### src/rtl/fx2_ep_fifo.sv
// rtl/fx2_ep_fifo.sv - FX2 slave-FIFO endpoint model (OUT/IN role), byte trace when FX2_FIFO_LOG_EN is defined
module fx2_ep_fifo #(
    parameter logic [1:0] FIFOADR = 2'b00,
    parameter bit         DIR     = 1'b0,
    parameter int         DEPTH   = 512
) (
    input  logic                   ifclk,
    input  logic                   reset_n,
    input  logic [1:0]             fifoadr,
    output logic [7:0]             data,
    input  logic                   rd,
    output logic                   empty,
    input  logic [7:0]             data_in,
    input  logic                   data_wr,
    input  logic                   data_commit,
    output logic                   send_done,
    input  logic [7:0]             fd_in,
    input  logic                   wr,
    output logic                   full,
    input  logic                   pktend,
    output logic                   pkt_done,
    output logic [$clog2(DEPTH):0] pkt_len
);
    localparam int AW = $clog2(DEPTH);
    localparam int CW = AW + 1;
    localparam logic [CW-1:0] DEPTH_C = CW'(DEPTH);
    localparam logic [CW-1:0] ONE_C   = CW'(1);

    typedef enum logic {S_IDLE, S_PENDING} state_t;

    logic [7:0]    mem [DEPTH];
    logic          sel;
    state_t        state, state_nx;
    logic [CW-1:0] stg_cnt, len, rd_ptr, stg_total;
    logic          stg_acc, commit_go, pop, last_pop;
    logic [CW-1:0] cnt, in_base, cnt_nx;
    logic          in_acc, deliver;
    logic          mem_we;
    logic [AW-1:0] mem_waddr;
    logic [7:0]    mem_wdata;

    assign sel = (fifoadr == FIFOADR);

    // OUT role: host staging is unaddressed; the FPGA drain needs the address match
    assign stg_acc   = !DIR && (state == S_IDLE) && data_wr && (stg_cnt < DEPTH_C);
    assign stg_total = stg_cnt + (stg_acc ? ONE_C : '0);
    assign commit_go = (state == S_IDLE) && data_commit && (stg_total != '0);
    assign pop       = (state == S_PENDING) && rd && sel;
    assign last_pop  = pop && (rd_ptr == len - ONE_C);
    assign empty     = (state != S_PENDING);
    assign data      = empty ? 8'h00 : mem[rd_ptr[AW-1:0]];

    // OUT next-state: stage until a non-empty commit, drain until the last byte pops
    always_comb begin
        state_nx = state;
        case (state)
            S_IDLE:    if (commit_go) state_nx = S_PENDING;
            S_PENDING: if (last_pop)  state_nx = S_IDLE;
        endcase
    end

    // OUT state, staging count, drain pointer and completion pulse
    always_ff @(posedge ifclk or negedge reset_n) begin
        if (!reset_n) begin
            state     <= S_IDLE;
            stg_cnt   <= '0;
            len       <= '0;
            rd_ptr    <= '0;
            send_done <= 1'b0;
        end else begin
            state     <= state_nx;
            send_done <= last_pop;
            if (last_pop)
                stg_cnt <= '0;
            else if (stg_acc)
                stg_cnt <= stg_cnt + ONE_C;
            if (commit_go) begin
                len    <= stg_total;
                rd_ptr <= '0;
            end else if (pop) begin
                rd_ptr <= rd_ptr + ONE_C;
            end
        end
    end

    // IN role: the cycle after a delivery restarts the packet at byte 0
    assign in_acc  = DIR && sel && wr && !full;
    assign in_base = pkt_done ? '0 : cnt;
    assign cnt_nx  = in_base + (in_acc ? ONE_C : '0);
    assign deliver = DIR && ((cnt_nx == DEPTH_C) || (sel && pktend && !full));

    // IN byte count, full flag and delivery report
    always_ff @(posedge ifclk or negedge reset_n) begin
        if (!reset_n) begin
            cnt      <= '0;
            full     <= 1'b0;
            pkt_done <= 1'b0;
            pkt_len  <= '0;
        end else begin
            cnt      <= cnt_nx;
            full     <= (cnt_nx == DEPTH_C);
            pkt_done <= deliver;
            pkt_len  <= deliver ? cnt_nx : '0;
        end
    end

    assign mem_we    = stg_acc || in_acc;
    assign mem_waddr = DIR ? in_base[AW-1:0] : stg_cnt[AW-1:0];
    assign mem_wdata = DIR ? fd_in : data_in;

    // packet buffer; contents only become visible through the reset-cleared pointers
    always_ff @(posedge ifclk) begin
        if (mem_we)
            mem[mem_waddr] <= mem_wdata;
    end

`ifdef FX2_FIFO_LOG_EN
    // byte and packet trace for the fixture log
    always @(posedge ifclk) begin
        if (reset_n) begin
            if (pop)       $display("%0t fx2_ep %0d pop %02h", $time, FIFOADR, data);
            if (in_acc)    $display("%0t fx2_ep %0d wr %02h", $time, FIFOADR, fd_in);
            if (send_done) $display("%0t fx2_ep %0d packet len=%0d", $time, FIFOADR, len);
            if (pkt_done)  $display("%0t fx2_ep %0d packet len=%0d", $time, FIFOADR, pkt_len);
        end
    end
`endif

endmodule

### config.mk
export PLATFORM = sky130hd
export DESIGN_NAME = fx2_ep_fifo
export DESIGN_NICKNAME = d
export VERILOG_FILES = /design/src/rtl/fx2_ep_fifo.sv
export SDC_FILE = /design/constraint.sdc
export NUM_CORES = 2
export LEC_CHECK = 0
export CAP_MARGIN = 20
export CORE_ASPECT_RATIO = 0.8
export CORE_MARGIN = 8
export CORE_UTILIZATION = 55
export DETAILED_ROUTE_END_ITERATION = 10
export GPL_ROUTABILITY_DRIVEN = 1
export HOLD_SLACK_MARGIN = 0.15
export PLACE_DENSITY = 0.76
export SKIP_LAST_GASP = 1
export SLEW_MARGIN = 20
export SYNTH_ARGS = -nofsm -noshare
export SYNTH_HDL_FRONTEND = slang
export SYNTH_SLANG_ARGS = --single-unit
### constraint.sdc
create_clock -name ifclk -period 3.72 [get_ports ifclk]
set_input_delay 0.744 -clock ifclk [delete_from_list [all_inputs] [get_ports ifclk]]
set_output_delay 0.744 -clock ifclk [all_outputs]
set_load 0.05 [all_outputs]
# After elaboration in Yosys (flattened, before gate mapping)

Memories as Yosys holds them, arrays and structs flattened.
Index checks and enable logic that the tools add are counted.

Flip-flop bits (word level): 32
Bits in writable memories: 4096
Output and inout bits: 22
Word-level logic and storage cells: 35
Memories kept: 1

$add $sub $neg: 4
Magnitude comparators: 1
Equality and inequality tests: 1
Mux-type cells: 11
Bitwise operators: 1
Reduce and logical (&&, ||, !) cells: 11

Memory list:

| memory | depth | bits a word | read ports | clocked after Yosys merged registers in | write ports | RTL line | RTL |
|---|---|---|---|---|---|---|---|
| mem    | 512   | 8           | 1          | 0                                       | 1           | 31       | `logic [7:0] mem [DEPTH];` |

Operator list:

| kind                    | number |
|---|---|
| $mux W10                | 4 |
| $add A10 B1 Y10 const B | 2 |
| $add A10 B1 Y10         | 1 |
| $eq A10 B10 Y1          | 1 |
| $lt A10 B10 Y1 const B  | 1 |
| $reduce_bool A10 Y1     | 1 |
| $sub A10 B1 Y10 const B | 1 |
| $mux W8                 | 1 |
| $logic_and A1 B1 Y1     | 7 |
| $mux W1                 | 5 |
| $reduce_bool A2 Y1      | 2 |
| $logic_not A2 Y1        | 1 |
| $pmux W1 S2             | 1 |
| $not A1 Y1              | 1 |

# Longest topological paths before layout

Depth in word-level cells: 9
Mapped depth: 14
Depth with buffers taken out: 10

# Worst setup path before layout

OpenSTA, ideal clock, no wires.

Kind: flip-flop to output port
From: register rd_ptr[3]
To: output data[7]
Data arrival time: 3.525 ns
Required time: 2.976 ns
Path slack: -0.549 ns
Stages on the path, launching flop included: 11
Path through: dfrtp_1 > buf_2 > inv_2 > buf_2 > buf_4 > buf_2 > nor2_1 > or3_1 > a211oi_1 > o221ai_1 > a311oi_1

Word-level cells in the longest chain between the ends: 2

Ends and longest elaborated chain:

| item                   | RTL line | RTL |
|---|---|---|
| start, declared        | 34       | `logic [CW-1:0] stg_cnt, len, rd_ptr, stg_total;` |
| start signal, assigned | 81       | `rd_ptr <= rd_ptr + ONE_C;` |
| $mem_v2 Z512 W8        | -        |  |
| $mux W8                | 51       | `assign data = empty ? 8'h00 : mem[rd_ptr[AW-1:0]];` |
| end, declared          | 10       | `output logic [7:0] data,` |

No other way between the ends.

# Final worst setup path

From: register rd_ptr[1]
To: output data[7]

Same word-level chain as after synthesis.

==> results.ini <==
[status]
status = finished, violations left
failed_checks = negative setup slack

[clocking]
cts_root_buffer = clkbuf_16
numCtsBuffers = 375
cts_max_path_buffers = 4
cts_tree = built
htreeDepth = 5
insertion_delay_ns = 0.92
cts.clk_slew.worst_paths_ns = 0.07
cts.sinks = 4128

[pwr]
seqPwrFrac_pct = 36.8
totalPowerFinal_mw = 139
clock_power_share_pct = 27.5
power_density_nw_per_um2 = 719
p_switching_mw = 44.5
p_comb_share_pct = 35.7
leakagePower_nw = 64.1
swShare_pct = 32.0
irDropWorstVdd_uv = 534
p_int_mw = 94.7

[logic_synthesis]
synthTopCellsByArea = edfxtp_1, mux4_2, mux2i_1
synth_top_family_by_area = multiplexers
synth.distinct_cells = 81
yosys_most_used_dff = edfxtp_1
synth_common_cells = edfxtp_1, mux4_2, nor2_1
synth_xor_xnor_area_share_pct = 0.217
syn_area_um2 = 161000
synth_fa_ha_area_share_pct = 0.0621
syn_inst = 7674
async_flop_share_pct = 0.775
synth-edff-count = 4096
yosys_warnings = 0
synth_compound_area_share_pct = 2.98
synth.avg_cell_area_um2 = 21.0
yosysSeqAreaShare_pct = 76.8
yosysMostFrequentCell = edfxtp_1
synth-seq-cells = 4128
synthMuxAreaShare_pct = 15.4
yosys.area.top_type_share_pct = 76.3
synth_top_cell_by_area = edfxtp_1
yosys.area_share.simple_pct = 2.63

[die]
die_x_um = 621
die_h_um = 500
dieArea_um2 = 311000
floorplan.initialDensity_pct = 55.4
core_area_um2 = 291000
rows = 177
io_pins = 47

[final_layout]
final_cells = 13500
fillers = 17300
syn_to_final_growth_pct = 20.0
multi_input_area_um2 = 35900
drive_gt1_share_pct = 36.1
final-seq-area_um2 = 124000
nNetsFinal = 9349

[global_route]
grt_max_degree = 138
grt_antenna_before_repair = 22
groute.usage.overall_pct = 30.6
grt_pass1_wl_um = 683000
grt_pass1_vias = 91400
grt-ovfl-total = 0

[timing]
final-setup-viol-count = 8
worst_slack_ns = -1.64
timing.final.crit_share_pct = 144
drv_slew = 0
tightest_slew_ns = 1.05
hold_viol = 0
rsz0062_at_grt = true
period_minus_slack_ns = 5.36
fmax_mhz = 187
whs_ns = 0.313
maxSlewHeadroom_pct = 29.9
clock_skew_ns = 0.0562

[placed_design]
place_congestion = 0.914
numPortBuffers = 24
dpl.hpwl_um = 298000
dp.cells = 12600

[worst_setup_path]
required_ns = 2.98
crit_fanout = 26
startpoint_type = flip-flop
critPathKind = flip-flop to output pin
arrival_ns = 4.61
critPathCaptureType = output pin

[job]
max-cap-violations = 0

[drt]
via_count = 92300
post_drt_wl_per_cell_um = 36.2
drc = 0
drt_wl_total_um = 489000
vias_per_cell = 6.84
drt_first_pass_iters = 8
ant_nets = 0
dr.first_iter.drc_count = 16300

[hold_path]
hp-class = input pin to flip-flop

## power by group through the flow
stage | logic [mW] | clock network, mW | registers, mW
finish | 49.6 | 38.3 | 51.2
global route | 50.1 | 40.0 | 51.2
CTS | 46.6 | 38.2 | 51.2
detailed placement | 42.2 | 0 | 52.3
global placement | 41.6 | 0 | 52.3
floorplan | 23.1 | 0 | 52.2
## cell type report
| cell class | count | area share (%) |
|---|---|---|
| sequential | 4128 | 64.0 |
| multi-input combinational | 3039 | 18.6 |
| timing repair buffer | 1755 | 8.71 |
| clock buffer | 455 | 5.06 |
| tap | 3848 | 2.49 |
| clock inverter | 221 | 1.06 |
| inverter | 17 | 0.0420 |
| antenna | 27 | 0.0349 |
## state kept, by name, indices dropped and copies added, names as in the netlist
name	flops
mem	4096
len	10
rd_ptr	10
stg_cnt	10
send_done	1
state	1
## layout by cell type (no fill, tap or decap), types with 70 or more instances in the layout
cell type / instances
mux2i_1: 320
mux4_2: 936
buf_12: 199
clkinv_1: 84
buf_4: 1454
clkbuf_16: 385
clkinv_2: 70
edfxtp_1: 4096
nand2_1: 208
a21oi_1: 101
nor2_1: 590
a22oi_1: 99
clkbuf_1: 75
## cell families after synthesis
kind of cell    Yosys count
compound gates          665
xor+xnor                 40
fa+ha+maj                 8
buf+inv                 518
flops                  4128
mux                    1302
other cells               1
simple gates           1012
## per-stage QoR
step | setup slack, ns | area (µm²) | setup TNS [ns] | utilization (%)
2_1_floorplan | -0.0293 | 161000 | -0.0293 | -
6_report | -1.64 | 193000 | -12.66 | 66.5
5_1_grt | -1.63 | 193000 | -12.64 | 66.4
3_3_place_gp | -1.55 | 178000 | -9.24 | 61.0
4_1_cts | -1.56 | 192000 | -12.02 | 66.1
3_5_place_dp | -1.51 | 178000 | -10.25 | 61.1
## layer usage
layer	wire (µm)	global-route usage, %
met1	162000	40.8
met2	219000	45.6
met3	79600	10.6
met4	27700	14.5
met5	172	0
## path summary, 6_finish.rpt
check | to | startpoint | slack (ns) | cells past startpoint
min in group asynchronous | send_done$_DFF_PN0_ | reset_n | 0.49 | 2
worst min register to register | len[9]$_DFFE_PN0P_ | len[9]$_DFFE_PN0P_ | 0.58 | 2
worst max register to register | stg_cnt[3]$_DFFE_PN0P_ | rd_ptr[0]$_DFFE_PN0P_ | 0.41 | 12
max in group asynchronous | rd_ptr[3]$_DFFE_PN0P_ | reset_n | 2.47 | 2
worst max-delay path | data[7] | rd_ptr[1]$_DFFE_PN0P_ | -1.64 | 15
worst min-delay path | mem[19][2]$_DFFE_PP_ | data_in[2] | 0.31 | 1
## what timing repair did
item / in CTS / in global routing
gates cloned: 21 / 5
resized for setup: 286 / 114
setup endpoints to repair: 9 / 8
pin swaps: 60 / 54
buffers inserted: 96 / 63
hold endpoints to repair: 32 / 0
hold buffers: 1 / 0
## worst max-delay path: stages, from the launching register on
cell and delay, ns:
dfrtp_4 0.51, buf_12 0.21, buf_4 0.16, buf_12 0.19, buf_6 0.19, mux4_2 0.32
nand2_1 0.14, a21oi_1 0.11, o31ai_4 0.42, a41oi_2 0.12, buf_6 0.21, a2111oi_4 0.42
buf_4 0.23, a311oi_2 0.05, buf_4 0.19, buf_12 0.15
(Power assumes the default switching activity.)
